--- config.mk ---
export PLATFORM = sky130hd
export DESIGN_NAME = pipe_ctrl_unit
export DESIGN_NICKNAME = d
export VERILOG_FILES = /design/src/rtl/riscv_ctrl_pkg.sv /design/src/rtl/ctrl_decode.sv /design/src/rtl/pipe_ctrl_unit.sv
export SDC_FILE = /design/constraint.sdc
export NUM_CORES = 1
export LEC_CHECK = 0
export BUFFER_PORTS_ARGS = -buffer_cell sky130_fd_sc_hd__buf_4
export CAP_MARGIN = 10
export CORE_UTILIZATION = 51
export CTS_BUF_LIST = sky130_fd_sc_hd__clkbuf_8
export DETAILED_ROUTE_END_ITERATION = 8
export HOLD_SLACK_MARGIN = 0.1
export PLACE_DENSITY = 0.83
export REMOVE_ABC_BUFFERS = 1
export SLEW_MARGIN = 0
export SYNTH_ARGS = -nofsm -noshare
export SYNTH_HDL_FRONTEND = slang
export SYNTH_SLANG_ARGS = --single-unit
--- constraint.sdc ---
create_clock -name clk -period 4.35 [get_ports clk]
set_clock_uncertainty 0.15 [all_clocks]
set_input_delay 0.6525 -clock clk [delete_from_list [all_inputs] [get_ports clk]]
set_output_delay 0.6525 -clock clk [all_outputs]
set_load 0.01 [all_outputs]
--- src/rtl/riscv_ctrl_pkg.sv ---
// Shared control-path types for the pipelined decoder: opcodes, ALU op encoding,
// per-stage control bundles and memory wait-state FSM states.
package riscv_ctrl_pkg;

  localparam logic [6:0] R_TYPE = 7'b0110011;
  localparam logic [6:0] I_TYPE = 7'b0010011;
  localparam logic [6:0] LW     = 7'b0000011;
  localparam logic [6:0] SW     = 7'b0100011;
  localparam logic [6:0] BR     = 7'b1100011;
  localparam logic [6:0] JAL    = 7'b1101111;
  localparam logic [6:0] JALR   = 7'b1100111;
  localparam logic [6:0] LUI    = 7'b0110111;
  localparam logic [6:0] AUIPC  = 7'b0010111;

  typedef enum logic [1:0] {
    ALU_ADD = 2'b00,
    ALU_BR  = 2'b01,
    ALU_R   = 2'b10,
    ALU_I   = 2'b11
  } aluop_e;

  typedef struct packed {
    logic   valid;
    logic   alusrc;
    logic   memtoreg;
    logic   regwrite;
    logic   memread;
    logic   memwrite;
    logic   branch;
    logic   jump;
    aluop_e aluop;
  } ctrl_t;

  // Later stages only carry the bits they still act on.
  typedef struct packed {
    logic valid;
    logic memread;
    logic memwrite;
    logic memtoreg;
    logic regwrite;
  } mem_ctrl_t;

  typedef struct packed {
    logic valid;
    logic memtoreg;
    logic regwrite;
  } wb_ctrl_t;

  typedef enum logic {
    M_IDLE = 1'b0,
    M_WAIT = 1'b1
  } mem_state_e;

  localparam ctrl_t CTRL_BUBBLE = '0;

endpackage

--- src/rtl/ctrl_decode.sv ---
// Combinational opcode decoder: produces the ID-stage control bundle, which source
// registers the instruction actually reads, and the illegal-opcode flag.
module ctrl_decode
  import riscv_ctrl_pkg::*;
#(
  parameter int EN_JUMP = 1
) (
  input  logic       id_valid,
  input  logic [6:0] opcode,
  output ctrl_t      ctrl,
  output logic       uses_rs1,
  output logic       uses_rs2,
  output logic       ill_op
);

  logic known;

  always_comb begin
    ctrl     = CTRL_BUBBLE;
    known    = 1'b1;
    uses_rs1 = 1'b0;
    uses_rs2 = 1'b0;
    case (opcode)
      R_TYPE: begin
        ctrl.regwrite = 1'b1; ctrl.aluop = ALU_R;
        uses_rs1 = 1'b1; uses_rs2 = 1'b1;
      end
      I_TYPE: begin
        ctrl.alusrc = 1'b1; ctrl.regwrite = 1'b1; ctrl.aluop = ALU_I;
        uses_rs1 = 1'b1;
      end
      LW: begin
        ctrl.alusrc = 1'b1; ctrl.memread = 1'b1; ctrl.memtoreg = 1'b1; ctrl.regwrite = 1'b1;
        uses_rs1 = 1'b1;
      end
      SW: begin
        ctrl.alusrc = 1'b1; ctrl.memwrite = 1'b1;
        uses_rs1 = 1'b1; uses_rs2 = 1'b1;
      end
      BR: begin
        ctrl.branch = 1'b1; ctrl.aluop = ALU_BR;
        uses_rs1 = 1'b1; uses_rs2 = 1'b1;
      end
      JAL:   if (EN_JUMP != 0) begin ctrl.regwrite = 1'b1; ctrl.jump = 1'b1; end
             else known = 1'b0;
      JALR:  if (EN_JUMP != 0) begin
               ctrl.regwrite = 1'b1; ctrl.jump = 1'b1; ctrl.alusrc = 1'b1; uses_rs1 = 1'b1;
             end else known = 1'b0;
      LUI, AUIPC: if (EN_JUMP != 0) begin ctrl.regwrite = 1'b1; ctrl.alusrc = 1'b1; end
                  else known = 1'b0;
      default: known = 1'b0;
    endcase
    // A non-instruction reads no registers, so it can never trigger a load-use stall.
    if (id_valid && known) begin
      ctrl.valid = 1'b1;
    end else begin
      ctrl     = CTRL_BUBBLE;
      uses_rs1 = 1'b0;
      uses_rs2 = 1'b0;
    end
    ill_op = id_valid && !known;
  end

endmodule

--- src/rtl/pipe_ctrl_unit.sv ---
// Pipelined control unit: decodes ID, carries control through ID/EX, EX/MEM, MEM/WB,
// and generates load-use stall, taken-branch flush and memory wait-state holds.
module pipe_ctrl_unit
  import riscv_ctrl_pkg::*;
#(
  parameter int REG_ADDR_W   = 5,
  parameter int MEM_WAIT_CYC = 0,
  parameter int EN_JUMP      = 1
) (
  input  logic                  clk,
  input  logic                  reset,
  input  logic                  id_valid,
  input  logic [6:0]            id_opcode,
  input  logic [REG_ADDR_W-1:0] id_rs1,
  input  logic [REG_ADDR_W-1:0] id_rs2,
  input  logic [REG_ADDR_W-1:0] id_rd,
  input  logic                  ex_taken,
  output logic                  stall_if_id,
  output logic                  flush_if_id,
  output logic                  ill_op,
  output logic                  ex_valid,
  output logic                  ex_alusrc,
  output logic                  ex_branch,
  output logic                  ex_jump,
  output logic [1:0]            ex_aluop,
  output logic [REG_ADDR_W-1:0] ex_rd,
  output logic                  mem_valid,
  output logic                  mem_memread,
  output logic                  mem_memwrite,
  output logic                  mem_memtoreg,
  output logic                  mem_regwrite,
  output logic [REG_ADDR_W-1:0] mem_rd,
  output logic                  wb_valid,
  output logic                  wb_regwrite,
  output logic                  wb_memtoreg,
  output logic [REG_ADDR_W-1:0] wb_rd
);

  ctrl_t                 dec_ctrl, id_ex;
  mem_ctrl_t             ex_mem;
  wb_ctrl_t              mem_wb;
  logic [REG_ADDR_W-1:0] id_ex_rd, ex_mem_rd, mem_wb_rd;
  logic                  uses_rs1, uses_rs2;
  logic                  mem_hold, load_use, flush;

  ctrl_decode #(.EN_JUMP(EN_JUMP)) u_decode (
    .id_valid (id_valid),
    .opcode   (id_opcode),
    .ctrl     (dec_ctrl),
    .uses_rs1 (uses_rs1),
    .uses_rs2 (uses_rs2),
    .ill_op   (ill_op)
  );

  assign load_use = id_ex.valid && id_ex.memread && (id_ex_rd != '0) &&
                    ((uses_rs1 && (id_rs1 == id_ex_rd)) || (uses_rs2 && (id_rs2 == id_ex_rd)));
  assign flush    = id_ex.valid && (id_ex.branch || id_ex.jump) && ex_taken;

  // Flush beats load-use: the instruction that would stall is squashed anyway.
  assign stall_if_id = mem_hold || (!flush && load_use);
  assign flush_if_id = !mem_hold && flush;

  generate
    if (MEM_WAIT_CYC > 0) begin : g_mem_wait
      localparam int CNT_W = $clog2(MEM_WAIT_CYC + 1);
      mem_state_e       state, state_nxt;
      logic [CNT_W-1:0] cnt, cnt_nxt;
      logic             mem_op;

      assign mem_op = ex_mem.valid && (ex_mem.memread || ex_mem.memwrite);

      always_ff @(posedge clk or negedge reset) begin
        if (!reset) begin
          state <= M_IDLE;
          cnt   <= '0;
        end else begin
          state <= state_nxt;
          cnt   <= cnt_nxt;
        end
      end

      // The entry cycle counts as the first wait cycle, so the count starts one short.
      always_comb begin
        state_nxt = state;
        cnt_nxt   = cnt;
        mem_hold  = 1'b0;
        case (state)
          M_IDLE: if (mem_op) begin
            mem_hold  = 1'b1;
            cnt_nxt   = CNT_W'(MEM_WAIT_CYC - 1);
            state_nxt = M_WAIT;
          end
          M_WAIT: if (cnt != '0) begin
            mem_hold = 1'b1;
            cnt_nxt  = cnt - 1'b1;
          end else begin
            state_nxt = M_IDLE;
          end
          default: state_nxt = M_IDLE;
        endcase
      end
    end else begin : g_no_wait
      assign mem_hold = 1'b0;
    end
  endgenerate

  always_ff @(posedge clk or negedge reset) begin
    if (!reset) begin
      id_ex     <= CTRL_BUBBLE;
      id_ex_rd  <= '0;
      ex_mem    <= '0;
      ex_mem_rd <= '0;
      mem_wb    <= '0;
      mem_wb_rd <= '0;
    end else if (mem_hold) begin
      mem_wb    <= '0;
      mem_wb_rd <= '0;
    end else begin
      mem_wb    <= '{valid: ex_mem.valid, memtoreg: ex_mem.memtoreg, regwrite: ex_mem.regwrite};
      mem_wb_rd <= ex_mem_rd;
      ex_mem    <= '{valid: id_ex.valid, memread: id_ex.memread, memwrite: id_ex.memwrite,
                     memtoreg: id_ex.memtoreg, regwrite: id_ex.regwrite};
      ex_mem_rd <= id_ex_rd;
      if (flush || load_use) begin
        id_ex    <= CTRL_BUBBLE;
        id_ex_rd <= '0;
      end else begin
        id_ex    <= dec_ctrl;
        id_ex_rd <= dec_ctrl.valid ? id_rd : '0;
      end
    end
  end

  assign ex_valid     = id_ex.valid;
  assign ex_alusrc    = id_ex.alusrc;
  assign ex_branch    = id_ex.branch;
  assign ex_jump      = id_ex.jump;
  assign ex_aluop     = id_ex.aluop;
  assign ex_rd        = id_ex_rd;
  assign mem_valid    = ex_mem.valid;
  assign mem_memread  = ex_mem.memread;
  assign mem_memwrite = ex_mem.memwrite;
  assign mem_memtoreg = ex_mem.memtoreg;
  assign mem_regwrite = ex_mem.regwrite;
  assign mem_rd       = ex_mem_rd;
  assign wb_valid     = mem_wb.valid;
  assign wb_regwrite  = mem_wb.regwrite;
  assign wb_memtoreg  = mem_wb.memtoreg;
  assign wb_rd        = mem_wb_rd;

endmodule
==> reports/qor.csv <==
stage;metric;value;unit
setup_path;Critical Path Start;id_opcode[2];
synth;Synth Register Bits;31;
clock_network;# Post-CTS Setup Buffers;0;
power;Int Power;0.0005047;W
grt;largest net degree at the start of global routing;32;
setup_path;critical path type;in -> out;
clock_network;Num CTS Buffers;5;
detailed_routing;via count;1045;
power;Clock Power Share;0.451;
layout;ant diodes;0;
layout;P&R area growth vs syn;42.76;%
detailed_routing;Initial DRC Count;29;
synth;Post-synth top cells;dfrtp_1 (31), nor2_1 (13), nand3_1 (8), xnor2_1 (8), nand2_1 (5);
detailed_routing;wire per inst;15.11;um
power;switch share;0.2068;
synth;synthesized area;1270;sq um
sta;max frequency;0.3332;GHz
detailed_routing;Post-DRT Antenna Nets;0;
synth;Main synth FF type;dfrtp_1;
synth;Netlist cell types;30;
synth;EDFF count, synth;0;
clock_network;clock sink count;31;
synth;cells after synthesis;106;
setup_path;worst r2r path cells;5;
synth;Yosys top cell by area;dfrtp_1;
sta;Slew HR;0.7003;
sta;minimum clock period;3.002;ns
setup_path;Setup crit end kind;output port;
clock_network;TritonCTS clock tree;built;
detailed_routing;Post-Route WL;2.932;mm
grt;GRT overflow;0;
clock_network;number of hold buffers added after cts;0;
floorplanning;die height;51.90;um
setup_path;worst setup path endpoint;stall_if_id;
floorplanning;# IOs;58;
layout;Nets;191;
sta;Final Cycle Share;0.6900;
power;Gate power share;0.089;
placed_design;Placed Area;1695;sq um
grt;All-Layer GR Usage;0.2391;
synth;Post-synth ARST share;1.000;
sta;RSZ-0062 raised after global routing;false;
synth;syn avg cell area;11.98;sq um
sta;Final Max Tran Viols;0;
power;Sw Pwr;0.0001316;W
layout;final core occ;0.7966;
power;power density cells;350.9;nW/um^2
placed_design;I/O Buffers;57;
setup_path;Crit path arrival time;2.20;ns
synth;sequential-to-total area share from yosys stat;0.6108;
sta;Final TNS setup;0;ns
floorplanning;Std-Cell Rows;17;
detailed_routing;Pre-antenna DRT Iters;4;
synth;count leader, synth;dfrtp_1;
clock_network;clock transition at the registers of the reported paths;0.06;ns
clock_network;post-cts sizing count;0;
layout;Finished Cell Area;1813;sq um
setup_path;Worst setup SP type;input pin;
run;max_cap viols;0;
setup_path;RR Endpoint;ex_aluop[0];
sta;Fin. Hold Viols;0;
setup_path;worst reg2reg setup slack;2.53;ns
power;sequential power share;0.461;
layout;fraction of layout cells with a size suffix above 1;0.4398;
clock_network;clk buf depth;2;
layout;Fill cells;144;
setup_path;reg2reg start;ex_rd[4];
placed_design;DPL Wire Length;2.221;mm
setup_path;Crit Path Max Fanout;11;
grt;number of global-route vias before repair;934;
floorplanning;core area;2276;sq um
grt;initial antenna violation count;0;
sta;setup violators final;0;
outcome;status;finished, final reports clean;
detailed_routing;vias per cell;5.387;
clock_network;Root Driver;clkbuf_8;
min_path;worst min-delay path class;in -> async;
detailed_routing;DRC viols;0;
synth;Synth area leaders;dfrtp_1 (61%), xnor2_1 (5.5%), nor2_1 (3.8%);
clock_network;clk_lat worst skew;0.27;ns
floorplanning;Die ar.;2694;sq um
setup_path;critical path required time;3.55;ns
synth;synth warn;0;
power;Leakage Power;0.9545;nW
grt;first-pass GRT wire length;4.526;mm
placed_design;Final Wtd Congestion;0.8749;
synth;Synth top area share;0.6108;
sta;worst-margin pin slew;0.4495;ns
floorplanning;Die W;51.90;um
power;peak supply drop;0.3300;mV
clock_network;# H-tree levels;2;
floorplanning;Initial Util;0.5580;
how the worst min path moves through the flow:
stage / start / end / slack [ns] / depth (start not counted)
finish: reset / mem_memread / 0.15 / 1
global route: reset / wb_rd[0] / 0.17 / 1
CTS: reset / mem_memread / 0.16 / 1
detailed placement: id_ex[6] / mem_regwrite / 0.20 / 0
global placement: id_ex[6] / mem_regwrite / 0.18 / 0
floorplan: id_ex[4] / mem_memwrite / 0.18 / 0
state kept, by name (all words and copies together) (netlist names):
name / count
ex_aluop: 2
ex_alusrc: 1
ex_branch: 1
ex_jump: 1
ex_rd: 5
ex_valid: 1
id_ex: 3
mem_memread: 1
mem_memwrite: 1
mem_rd: 5
mem_regwrite: 1
mem_valid: 1
wb_memtoreg: 1
wb_rd: 5
wb_regwrite: 1
wb_valid: 1
per-layer routing:
| layer | track usage | routed length, um | up-vias | part of all wire |
|---|---|---|---|---|
| met5 | 0 | 0 | - | 0 |
| met4 | 0.1081 | 34 | 0 | 0.012 |
| met3 | 0.06433 | 218 | 5 | 0.074 |
| met2 | 0.3739 | 1537 | 61 | 0.52 |
| met1 | 0.3092 | 1142 | 498 | 0.39 |
| li1 | - | - | 481 | - |
area by class of cell:
cell class / count / area, sq um / share of cell area
Tap cell: 28 / 35.03 / 0.01932
Clock inverter: 2 / 35.03 / 0.01932
Timing Repair Buffer: 57 / 427.9 / 0.2360
Multi-Input combinational cell: 68 / 449.2 / 0.2478
Inverter: 2 / 7.507 / 0.004141
Sequential cell: 31 / 775.7 / 0.4279
Clock buffer: 6 / 82.58 / 0.04555
cells in the final DEF, fill, tap and decap left out, types with 3 or more instances in the layout:
cell type and count:
nor4_1 3, nor3_1 4, nand3_1 8, dfrtp_1 31, o21ai_0 3, buf_4 57
nor2_1 13, nand2_1 5, clkbuf_8 6, xnor2_1 8
through the flow:
stage | worst slack (ns) | cells | power (W) | hold WS (ns)
after floorplan | 1.708 | 101 | 0.0003172 | 0.1812
after global placement | 1.420 | 186 | 0.0003528 | 0.1835
after detailed placement | 1.388 | 186 | 0.0003546 | 0.1991
after CTS | 1.363 | 194 | 0.0006398 | 0.1551
after global routing | 1.252 | 194 | 0.0006603 | 0.1710
final | 1.348 | 194 | 0.0006362 | 0.1472
kinds of logic (layout without fill, tap and decap cells):
logic type      Yosys count  in the layout  share of synthesized area
compound gates           11             11                    0.06995
flops                    31             31                     0.6108
buf+inv                   7             67                    0.03547
xor+xnor                 10             10                    0.06897
simple gates             47             47                     0.2148
critical path, stage by stage:
cell,delay (ns)
buf_4,0.14
nand4bb_4,0.24
or3_1,0.38
o22ai_1,0.19
and2_2,0.29
and3_1,0.19
buf_4,0.12
power by group through the flow:
| stage | clock network, W | logic [W] | registers, W |
|---|---|---|---|
| global route | 0.000306 | 0.0000610 | 0.000293 |
| detailed placement | 0 | 0.0000561 | 0.000298 |
| finish | 0.000287 | 0.0000564 | 0.000293 |
| CTS | 0.000290 | 0.0000563 | 0.000293 |
| global placement | 0 | 0.0000545 | 0.000298 |
| floorplan | 0 | 0.0000177 | 0.000300 |
Power figures use the tool's default switching activity.
